===== src/rtl/qmax_update_ctrl.sv =====
// Q-max table update/lookup controller: clears the table, then serialises max-updates and lookups.
// Optional write statistics counter enabled by defining QMAX_WR_STATS_EN.
module qmax_update_ctrl #(
  parameter int unsigned ADDR_WIDTH = 6,
  parameter int unsigned DATA_WIDTH = 32,
  parameter int unsigned DEPTH      = 64
) (
  input  logic                  i_clk,
  input  logic                  i_rst,
  input  logic                  i_upd_valid,
  output logic                  o_upd_ready,
  input  logic [ADDR_WIDTH-1:0] i_upd_addr,
  input  logic [DATA_WIDTH-1:0] i_upd_q,
  input  logic                  i_lkp_valid,
  output logic                  o_lkp_ready,
  input  logic [ADDR_WIDTH-1:0] i_lkp_addr,
  output logic                  o_lkp_valid,
  output logic [DATA_WIDTH-1:0] o_lkp_data,
  output logic [ADDR_WIDTH-1:0] o_mem_addr_r,
  output logic [ADDR_WIDTH-1:0] o_mem_addr_w,
  output logic                  o_mem_read_en,
  output logic                  o_mem_write_en,
  output logic [DATA_WIDTH-1:0] o_mem_data,
  input  logic [DATA_WIDTH-1:0] i_mem_data,
  output logic                  o_init_done,
  output logic                  o_busy
`ifdef QMAX_WR_STATS_EN
  ,
  output logic [15:0]           o_wr_count
`endif
);

  localparam logic [ADDR_WIDTH-1:0] LastAddr = ADDR_WIDTH'(DEPTH - 1);

  typedef enum logic [2:0] {StInit, StIdle, StUrd, StUcmp, StLrd, StLrsp} state_e;

  state_e                state_q, state_d;
  logic [ADDR_WIDTH-1:0] init_cnt_q, init_cnt_d;
  logic [ADDR_WIDTH-1:0] addr_q, addr_d;
  logic [DATA_WIDTH-1:0] q_q, q_d;
  logic [DATA_WIDTH-1:0] lkp_data_q, lkp_data_d;
  logic                  lkp_valid_q, lkp_valid_d;
  logic                  init_done_q, init_done_d;
  logic                  rr_lkp_q, rr_lkp_d;
  logic                  idle, upd_ready, lkp_ready, upd_grant, lkp_grant, improve;
  logic                  mem_read_en, mem_write_en;
  logic [ADDR_WIDTH-1:0] mem_addr_w;
  logic [DATA_WIDTH-1:0] mem_data;

  // Arbiter: a lone requester always wins; on contention rr_lkp_q picks the channel.
  always_comb begin
    idle      = (state_q == StIdle) && !i_rst;
    upd_ready = idle && (!i_lkp_valid || !rr_lkp_q);
    lkp_ready = idle && (!i_upd_valid || rr_lkp_q);
    upd_grant = upd_ready && i_upd_valid;
    lkp_grant = lkp_ready && i_lkp_valid;
    improve   = $signed(q_q) > $signed(i_mem_data);
  end

  always_comb begin
    state_d      = state_q;
    init_cnt_d   = init_cnt_q;
    addr_d       = addr_q;
    q_d          = q_q;
    lkp_data_d   = lkp_data_q;
    lkp_valid_d  = 1'b0;
    init_done_d  = init_done_q;
    rr_lkp_d     = rr_lkp_q;
    mem_read_en  = 1'b0;
    mem_write_en = 1'b0;
    mem_addr_w   = addr_q;
    mem_data     = q_q;
    unique case (state_q)
      StInit: begin
        mem_write_en = 1'b1;
        mem_addr_w   = init_cnt_q;
        mem_data     = '0;
        init_cnt_d   = init_cnt_q + 1'b1;
        if (init_cnt_q == LastAddr) begin
          state_d     = StIdle;
          init_done_d = 1'b1;
        end
      end
      StIdle: begin
        if (lkp_grant) begin
          addr_d  = i_lkp_addr;
          state_d = StLrd;
        end else if (upd_grant) begin
          addr_d  = i_upd_addr;
          q_d     = i_upd_q;
          state_d = StUrd;
        end
        if (i_upd_valid && i_lkp_valid) rr_lkp_d = !rr_lkp_q;
      end
      StUrd: begin
        mem_read_en = 1'b1;
        state_d     = StUcmp;
      end
      StUcmp: begin
        // Strictly greater only: equal values leave the table untouched.
        mem_write_en = improve;
        state_d      = StIdle;
      end
      StLrd: begin
        mem_read_en = 1'b1;
        state_d     = StLrsp;
      end
      StLrsp: begin
        lkp_valid_d = 1'b1;
        lkp_data_d  = i_mem_data;
        state_d     = StIdle;
      end
      default: state_d = StInit;
    endcase
  end

  always_ff @(posedge i_clk) begin
    if (i_rst) begin
      state_q     <= StInit;
      init_cnt_q  <= '0;
      addr_q      <= '0;
      q_q         <= '0;
      lkp_data_q  <= '0;
      lkp_valid_q <= 1'b0;
      init_done_q <= 1'b0;
      rr_lkp_q    <= 1'b1;
    end else begin
      state_q     <= state_d;
      init_cnt_q  <= init_cnt_d;
      addr_q      <= addr_d;
      q_q         <= q_d;
      lkp_data_q  <= lkp_data_d;
      lkp_valid_q <= lkp_valid_d;
      init_done_q <= init_done_d;
      rr_lkp_q    <= rr_lkp_d;
    end
  end

  // Enables are masked during reset so an in-flight write is dropped.
  assign o_mem_read_en  = mem_read_en && !i_rst;
  assign o_mem_write_en = mem_write_en && !i_rst;
  assign o_mem_addr_r   = addr_q;
  assign o_mem_addr_w   = mem_addr_w;
  assign o_mem_data     = mem_data;
  assign o_upd_ready    = upd_ready;
  assign o_lkp_ready    = lkp_ready;
  assign o_lkp_valid    = lkp_valid_q;
  assign o_lkp_data     = lkp_data_q;
  assign o_init_done    = init_done_q;
  assign o_busy         = (state_q != StIdle) || i_rst;

`ifdef QMAX_WR_STATS_EN
  logic [15:0] wr_count_q;

  always_ff @(posedge i_clk) begin
    if (i_rst) begin
      wr_count_q <= '0;
    end else if ((state_q == StUcmp) && improve && (wr_count_q != 16'hFFFF)) begin
      wr_count_q <= wr_count_q + 16'd1;
    end
  end

  assign o_wr_count = wr_count_q;
`endif

endmodule


===== config.mk =====
export PLATFORM = sky130hd
export DESIGN_NAME = qmax_update_ctrl
export DESIGN_NICKNAME = d
export VERILOG_FILES = /design/src/rtl/qmax_update_ctrl.sv
export SDC_FILE = /design/constraint.sdc
export NUM_CORES = 1
export LEC_CHECK = 0
export CORE_UTILIZATION = 48
export CTS_CLUSTER_SIZE = 24
export DETAILED_ROUTE_END_ITERATION = 10
export PLACE_DENSITY = 0.89
export SETUP_SLACK_MARGIN = 0.2
export SKIP_CTS_REPAIR_TIMING = 1
export SYNTH_ARGS = -nofsm -noshare
export SYNTH_HDL_FRONTEND = slang
export SYNTH_SLANG_ARGS = --single-unit

===== constraint.sdc =====
create_clock -name i_clk -period 3.7 [get_ports i_clk]
set_input_delay 0.74 -clock i_clk [delete_from_list [all_inputs] [get_ports i_clk]]
set_output_delay 0.74 -clock i_clk [all_outputs]
set_load 0.01 [all_outputs]

==> flow_summary_export.csv, run 1 <==
group,metric,value,unit
placement,pre_cts_slack,-0.3786,ns
placement,postPlaceCellArea,5944,um2
grt,met3_usage,0.05901,
yosys,synth_warnings,0,
floorplan,ios,163,
yosys,async_flop_share,0,
floorplan,core,8341,um2
timing,worst_slew_pin_slew,0.7622,ns
route,drcViolationCount,0,
cts,htreeDepth,3,
cts,cts_buffers,9,
grt,grt-ovfl-total,0,
timing,rsz0062_at_grt,"no",
route,drt_iter0_markers,191,
timing,post-route-period-util,0.9219,
worst_setup_path,regToRegSetupSlack,1.52,ns
worst_setup_path,start_kind,"input pin",
placement,portBuffers,162,
power_and_ir_drop,ir_worst_vdd,0.1545,mV
grt,use_met1,0.3165,
yosys,synth_area_leaders,"dfxtp_1, nand2_1, ha_1, a21oi_1, nor2b_1",
layout,drive_gt1_frac,0.1463,
yosys,yosys.area.top_type,"dfxtp_1",
yosys,synth_cell_types,43,
timing,setup_viol,0,
cts,cts_tree,"yes",
floorplan,rows,33,
run,max-cap-violations,0,
yosys,synth_seq_area_share,0.3909,
yosys,yosys-top-cells-count,"nand2_1, dfxtp_1, a21oi_1",
cts,cts_sinks,82,
grt,grt_max_degree,39,
cts,clock_path_buffers,2,
timing,finalCriticalPeriod,3.411,ns
placement,place.detailed.hpwl,9310,um
grt,grt-busiest-layer,"met2",
floorplan,die_h,95.53,um
grt,antenna_found_initial,1,
worst_setup_path,required,2.96,ns
yosys,synth_edf_count,0,
yosys,ys_ff_latch,82,
route,ant_nets,0,
timing,report.final.slew_viol_count,0,
timing,relSlewSlack,0.4906,
cts,ctsRootBufferMaster,"clkbuf_8",
worst_setup_path,critPathCaptureType,"output port",
timing,fmax,293.2,MHz
yosys,synth_top_area_frac,0.3909,
layout,finalNetCount,819,
timing,finalWorstSetupSlack,0.2891,ns
cts,clk_latency,0.36,ns
layout,fin_area,6530,um2
yosys,ys.flop_type,"dfxtp_1",
floorplan,fp.dieW,95.53,um
yosys,synth.avg_cell_area,7.776,um2
timing,hold_viol,0,
grt,grt_use_met2,0.5042,
min_path,hp-class,"flip-flop to flip-flop",
route,drt_wl_total,13600,um
grt,grt_pass1_wl,19860,um
grt,grt_usage,0.2806,
worst_setup_path,critical_path_class,"input pin to output port",
grt,grt_pass1_vias,4355,
yosys,syn_area,4199,um2
status,outcome,"finished clean",
yosys,syn_nets,653,
route,vias_per_cell,5.464,
route,drt_first_pass_iters,5,
power_and_ir_drop,power_density,274.6,nW/um2
worst_setup_path,path_max_fanout,4,
floorplan,start_util,0.5035,
floorplan,dieArea,9126,um2
cts,path_clk_slew,0.09,ns
yosys,yosysMostFrequentCell,"nand2_1",
power_and_ir_drop,p_leak,2.597,nW
layout,final_util,0.7829,
route,vias,4464,
route,wl_per_cell,16.65,um
layout,syn2layout_area_growth,55.51,%
worst_setup_path,cp_data_arrival_time,2.67,ns
placement,gp_congestion,0.8974,
timing,finClkSkew,0.01240,ns
yosys,synth_cells,540,
-- area by class of cell --
cell class | count | area [um2]
antenna | 1 | 2.502
inverter | 33 | 123.9
sequential | 82 | 1642
multi-input combinational | 393 | 2542
tap | 105 | 131.4
clock buffer | 10 | 127.6
fill | 573 | 1810
clock inverter | 6 | 91.34
timing repair buffer | 187 | 1869
-- worst paths after layout --
| path | start | end | cells after the start |
|---|---|---|---|
| max reg2reg | state_q[0] | q_q[5] | 6 |
| max | i_mem_data[30] | o_mem_write_en | 11 |
| min reg2reg | o_lkp_data[27] | o_lkp_data[27] | 2 |
| min | o_lkp_data[27] | o_lkp_data[27] | 2 |
-- flip-flops by register name, summed over array words and instances, names as in the netlist --
signal,cells
o_lkp_valid,1
rr_lkp_q,1
state_q,3
o_init_done,1
q_q,32
o_lkp_data,32
init_cnt_q,6
o_mem_addr_r,6
-- metrics by stage --
stage               power [mW]  hold WS [ns]  instances  setup TNS (ns)
floorplan               0.9578        0.4363        540               0
global placement         1.073        0.4420        797         -0.3575
detailed placement       1.077        0.4466        797         -0.3786
CTS                      1.780        0.4575        813         -0.4030
global route             1.855        0.4851        817               0
finish                   1.793        0.4566        817               0
-- worst max-delay path, cell delays in order --
cell and delay (ns):
dlymetal6s2s_1 0.14, inv_1 0.10, ha_4 0.28, nand4_1 0.21, buf_4 0.23, nor4_4 0.25
a31oi_2 0.13, and3b_2 0.23, a21oi_2 0.12, nand3_1 0.08, buf_2 0.15
-- cell families (layout without fill, tap and decap cells) --
kind of cell / after synthesis / after routing / share of synthesized area
simple gates: 242 / 242 / 0.2625
compound gates: 105 / 105 / 0.1478
flops: 82 / 82 / 0.3909
buf+inv: 65 / 236 / 0.06943
fa+ha+maj: 33 / 33 / 0.09833
mux: 7 / 7 / 0.01847
xor+xnor: 6 / 6 / 0.01252
other cells: 0 / 1 / 0
-- metal layers --
metal  wire length (um)  share of wire
met1               5336           0.39
met5                  0              0
met4                331          0.024
met3                939          0.069
met2               6994           0.51
-- power by group --
part | switching [mW] | internal (mW) | total, mW | leakage (nW)
Clock | 0.338 | 0.383 | 0.721 | 0.110
Sequential | 0.00366 | 0.885 | 0.888 | 0.661
Combinational | 0.0758 | 0.108 | 0.184 | 1.83
-- cell usage in the layout (no fill, tap or decap), types with 2 or more instances in the layout --
master	count
nor2b_1	33
nand4_1	9
mux2_2	6
clkinv_4	3
inv_1	19
nor3_1	3
buf_2	2
dfxtp_1	82
xnor2_1	3
nor2_2	2
a21oi_2	4
o21ai_2	2
inv_2	14
nand3_1	5
o21ai_0	4
a211oi_1	2
bufinv_16	2
nand3b_1	2
nor3_2	2
ha_4	16
ha_1	16
clkdlybuf4s50_1	132
a311oi_2	6
nand2_1	153
and4_1	2
clkbuf_8	9
dlymetal6s2s_1	28
nor2_1	19
a21oi_1	78
buf_4	25
xor2_1	3
Note: power is estimated with default switching activity, not from simulation.
==> run 2: changes to the inputs <==
==> constraint.sdc (replaced) <==
create_clock -name i_clk -period 3.7 [get_ports i_clk]
set_input_delay 0.555 -clock i_clk [delete_from_list [all_inputs] [get_ports i_clk]]
set_output_delay 0.555 -clock i_clk [all_outputs]
set_load 0.01 [all_outputs]
==> flow_summary_export.csv, run 2 (synthesis gave the netlist of run 1 again) <==
group,metric,value,unit
status,outcome,"finished clean",
worst_setup_path,critical_path_class,"input pin to output port",
grt,antenna_found_initial,0,
worst_setup_path,regToRegSetupSlack,1.36,ns
cts,cts_sinks,82,
route,drcViolationCount,0,
cts,path_clk_slew,0.08,ns
timing,holdWs,0.4584,ns
route,drt_first_pass_iters,4,
worst_setup_path,cp_data_arrival_time,2.80,ns
floorplan,fp.dieW,95.53,um
floorplan,dieArea,9126,um2
layout,final_common_cell,"clkdlybuf4s50_1",
grt,grt_usage,0.2717,
power_and_ir_drop,p_leak,2.274,nW
layout,mostFrequentLayoutCells,"clkdlybuf4s50_1, nand2_1, dfxtp_1",
placement,place.detailed.hpwl,9006,um
cts,cts_buffers,9,
power_and_ir_drop,seqPwrFrac,0.526,
timing,setup_viol,0,
worst_setup_path,cp_cell_sequence,"clkdlybuf4s50_1 > inv_1 > ha_1 > a21oi_1 > o21ai_1 > a22oi_1 > o211ai_1 > or4b_1 > nand3_1 > clkbuf_2",
worst_setup_path,required,3.14,ns
worst_setup_path,cp_top_family,"buffers and inverters",
layout,drive_gt1_frac,0.06743,
cts,clk_latency,0.34,ns
worst_setup_path,worst-path-buf-inv,3,
timing,finClkSkew,0.01263,ns
power_and_ir_drop,power_density,278.9,nW/um2
cts,clock_path_buffers,2,
worst_setup_path,path_max_fanout,2,
route,ant_nets,0,
placement,portBuffers,162,
timing,rsz0062_at_grt,"no",
power_and_ir_drop,pwr-share-clk,0.378,
route,drt_iter0_markers,143,
timing,finalCriticalPeriod,3.351,ns
route,vias_per_cell,5.281,
floorplan,die_h,95.53,um
route,vias,4235,
worst_setup_path,start_kind,"input pin",
power_and_ir_drop,ir_worst_vdd,0.1604,mV
power_and_ir_drop,switching_share,0.2314,
grt,grt_pass1_wl,19220,um
power_and_ir_drop,p_switching,0.3908,mW
floorplan,start_util,0.5035,
worst_setup_path,critPathCaptureType,"output port",
power_and_ir_drop,comb_power_share,0.096,
floorplan,core,8341,um2
route,wl_per_cell,14.85,um
cts,cts_tree,"yes",
layout,antenna_cells,0,
placement,pre_cts_slack,-0.03870,ns
run,max-cap-violations,0,
worst_setup_path,critPathSlowestCell,"or4b_1",
timing,post-route-period-util,0.9056,
grt,grt-ovfl-total,0,
timing,fmax,298.4,MHz
timing,relSlewSlack,0.4858,
cts,ctsRootBufferMaster,"clkbuf_8",
layout,final_util,0.7261,
timing,report.final.slew_viol_count,0,
route,drt_wl_total,11910,um
layout,finalNetCount,805,
grt,grt_pass1_vias,4158,
timing,hold_viol,0,
layout,syn2layout_area_growth,44.22,%
timing,worst_slew_pin_slew,0.7713,ns
worst_setup_path,cp_slowest_stage_delay,0.52,ns
floorplan,ios,163,
cts,htreeDepth,3,
floorplan,rows,33,
placement,gp_congestion,0.8355,
timing,finalWorstSetupSlack,0.3493,ns
power_and_ir_drop,p_int,1.298,mW
power_and_ir_drop,fin_total_pwr,1.689,mW
min_path,hp-class,"flip-flop to flip-flop",
grt,grt_max_degree,39,
==> run 2: cell types whose count changed in the layout (fill, tap and decap cells not counted), sizes merged <==
cell	change
dlymetal6s2s	-28
clkinvlp	+1
buf	-15
inv	+1
bufinv	-1
diode	-1
clkinv	-1
clkbuf	+1
clkdlybuf4s50	+28
==> run 2: worst min-delay path: stages (launching register included) <==
cell and delay [ns]:
dfxtp_1 0.31, nand2_1 0.05, a21oi_1 0.05
==> run 2: power groups by stage <==
| stage | clock network, mW | registers [mW] | logic (mW) |
|---|---|---|---|
| final | 0.638 | 0.888 | 0.163 |
| after global routing | 0.695 | 0.890 | 0.178 |
| after CTS | 0.653 | 0.888 | 0.163 |
| after detailed placement | 0 | 0.909 | 0.162 |
| after global placement | 0 | 0.909 | 0.158 |
| after floorplan | 0 | 0.908 | 0.0498 |
==> run 2: worst paths after layout <==
kind,depth (start not counted),endpoint,start
setup / recovery,10,o_mem_write_en,i_mem_data[17]
hold / removal,2,o_lkp_data[27],o_lkp_data[27]
setup reg to reg,6,q_q[11],state_q[0]
hold reg to reg,2,o_lkp_data[27],o_lkp_data[27]
==> run 2: cell type report <==
type,instances,area (um2)
well taps,105,131.4
inverters,33,123.9
clock inverters,6,65.06
fillers,670,2285
multi-input cells,393,2272
clock buffers,10,127.6
flip-flops and latches,82,1642
repair buffers,173,1694
==> run 2: per-layer routing <==
metal | vias up | GRT usage | share of wire
li1 | 2093 | - | -
met1 | 1975 | 0.3163 | 0.41
met2 | 145 | 0.4851 | 0.50
met3 | 22 | 0.05582 | 0.063
met4 | 0 | 0.1057 | 0.023
met5 | - | 0 | 0
==> run 2: through the flow <==
| stage | TNS, ns | std cells | cell area (um2) |
|---|---|---|---|
| after CTS | -0.05195 | 802 | 6055 |
| after detailed placement | -0.03870 | 786 | 5862 |
| after global placement | -0.002931 | 786 | 5862 |
| after global routing | 0 | 802 | 6056 |
| after floorplan | 0 | 540 | 4199 |
| final | 0 | 802 | 6056 |
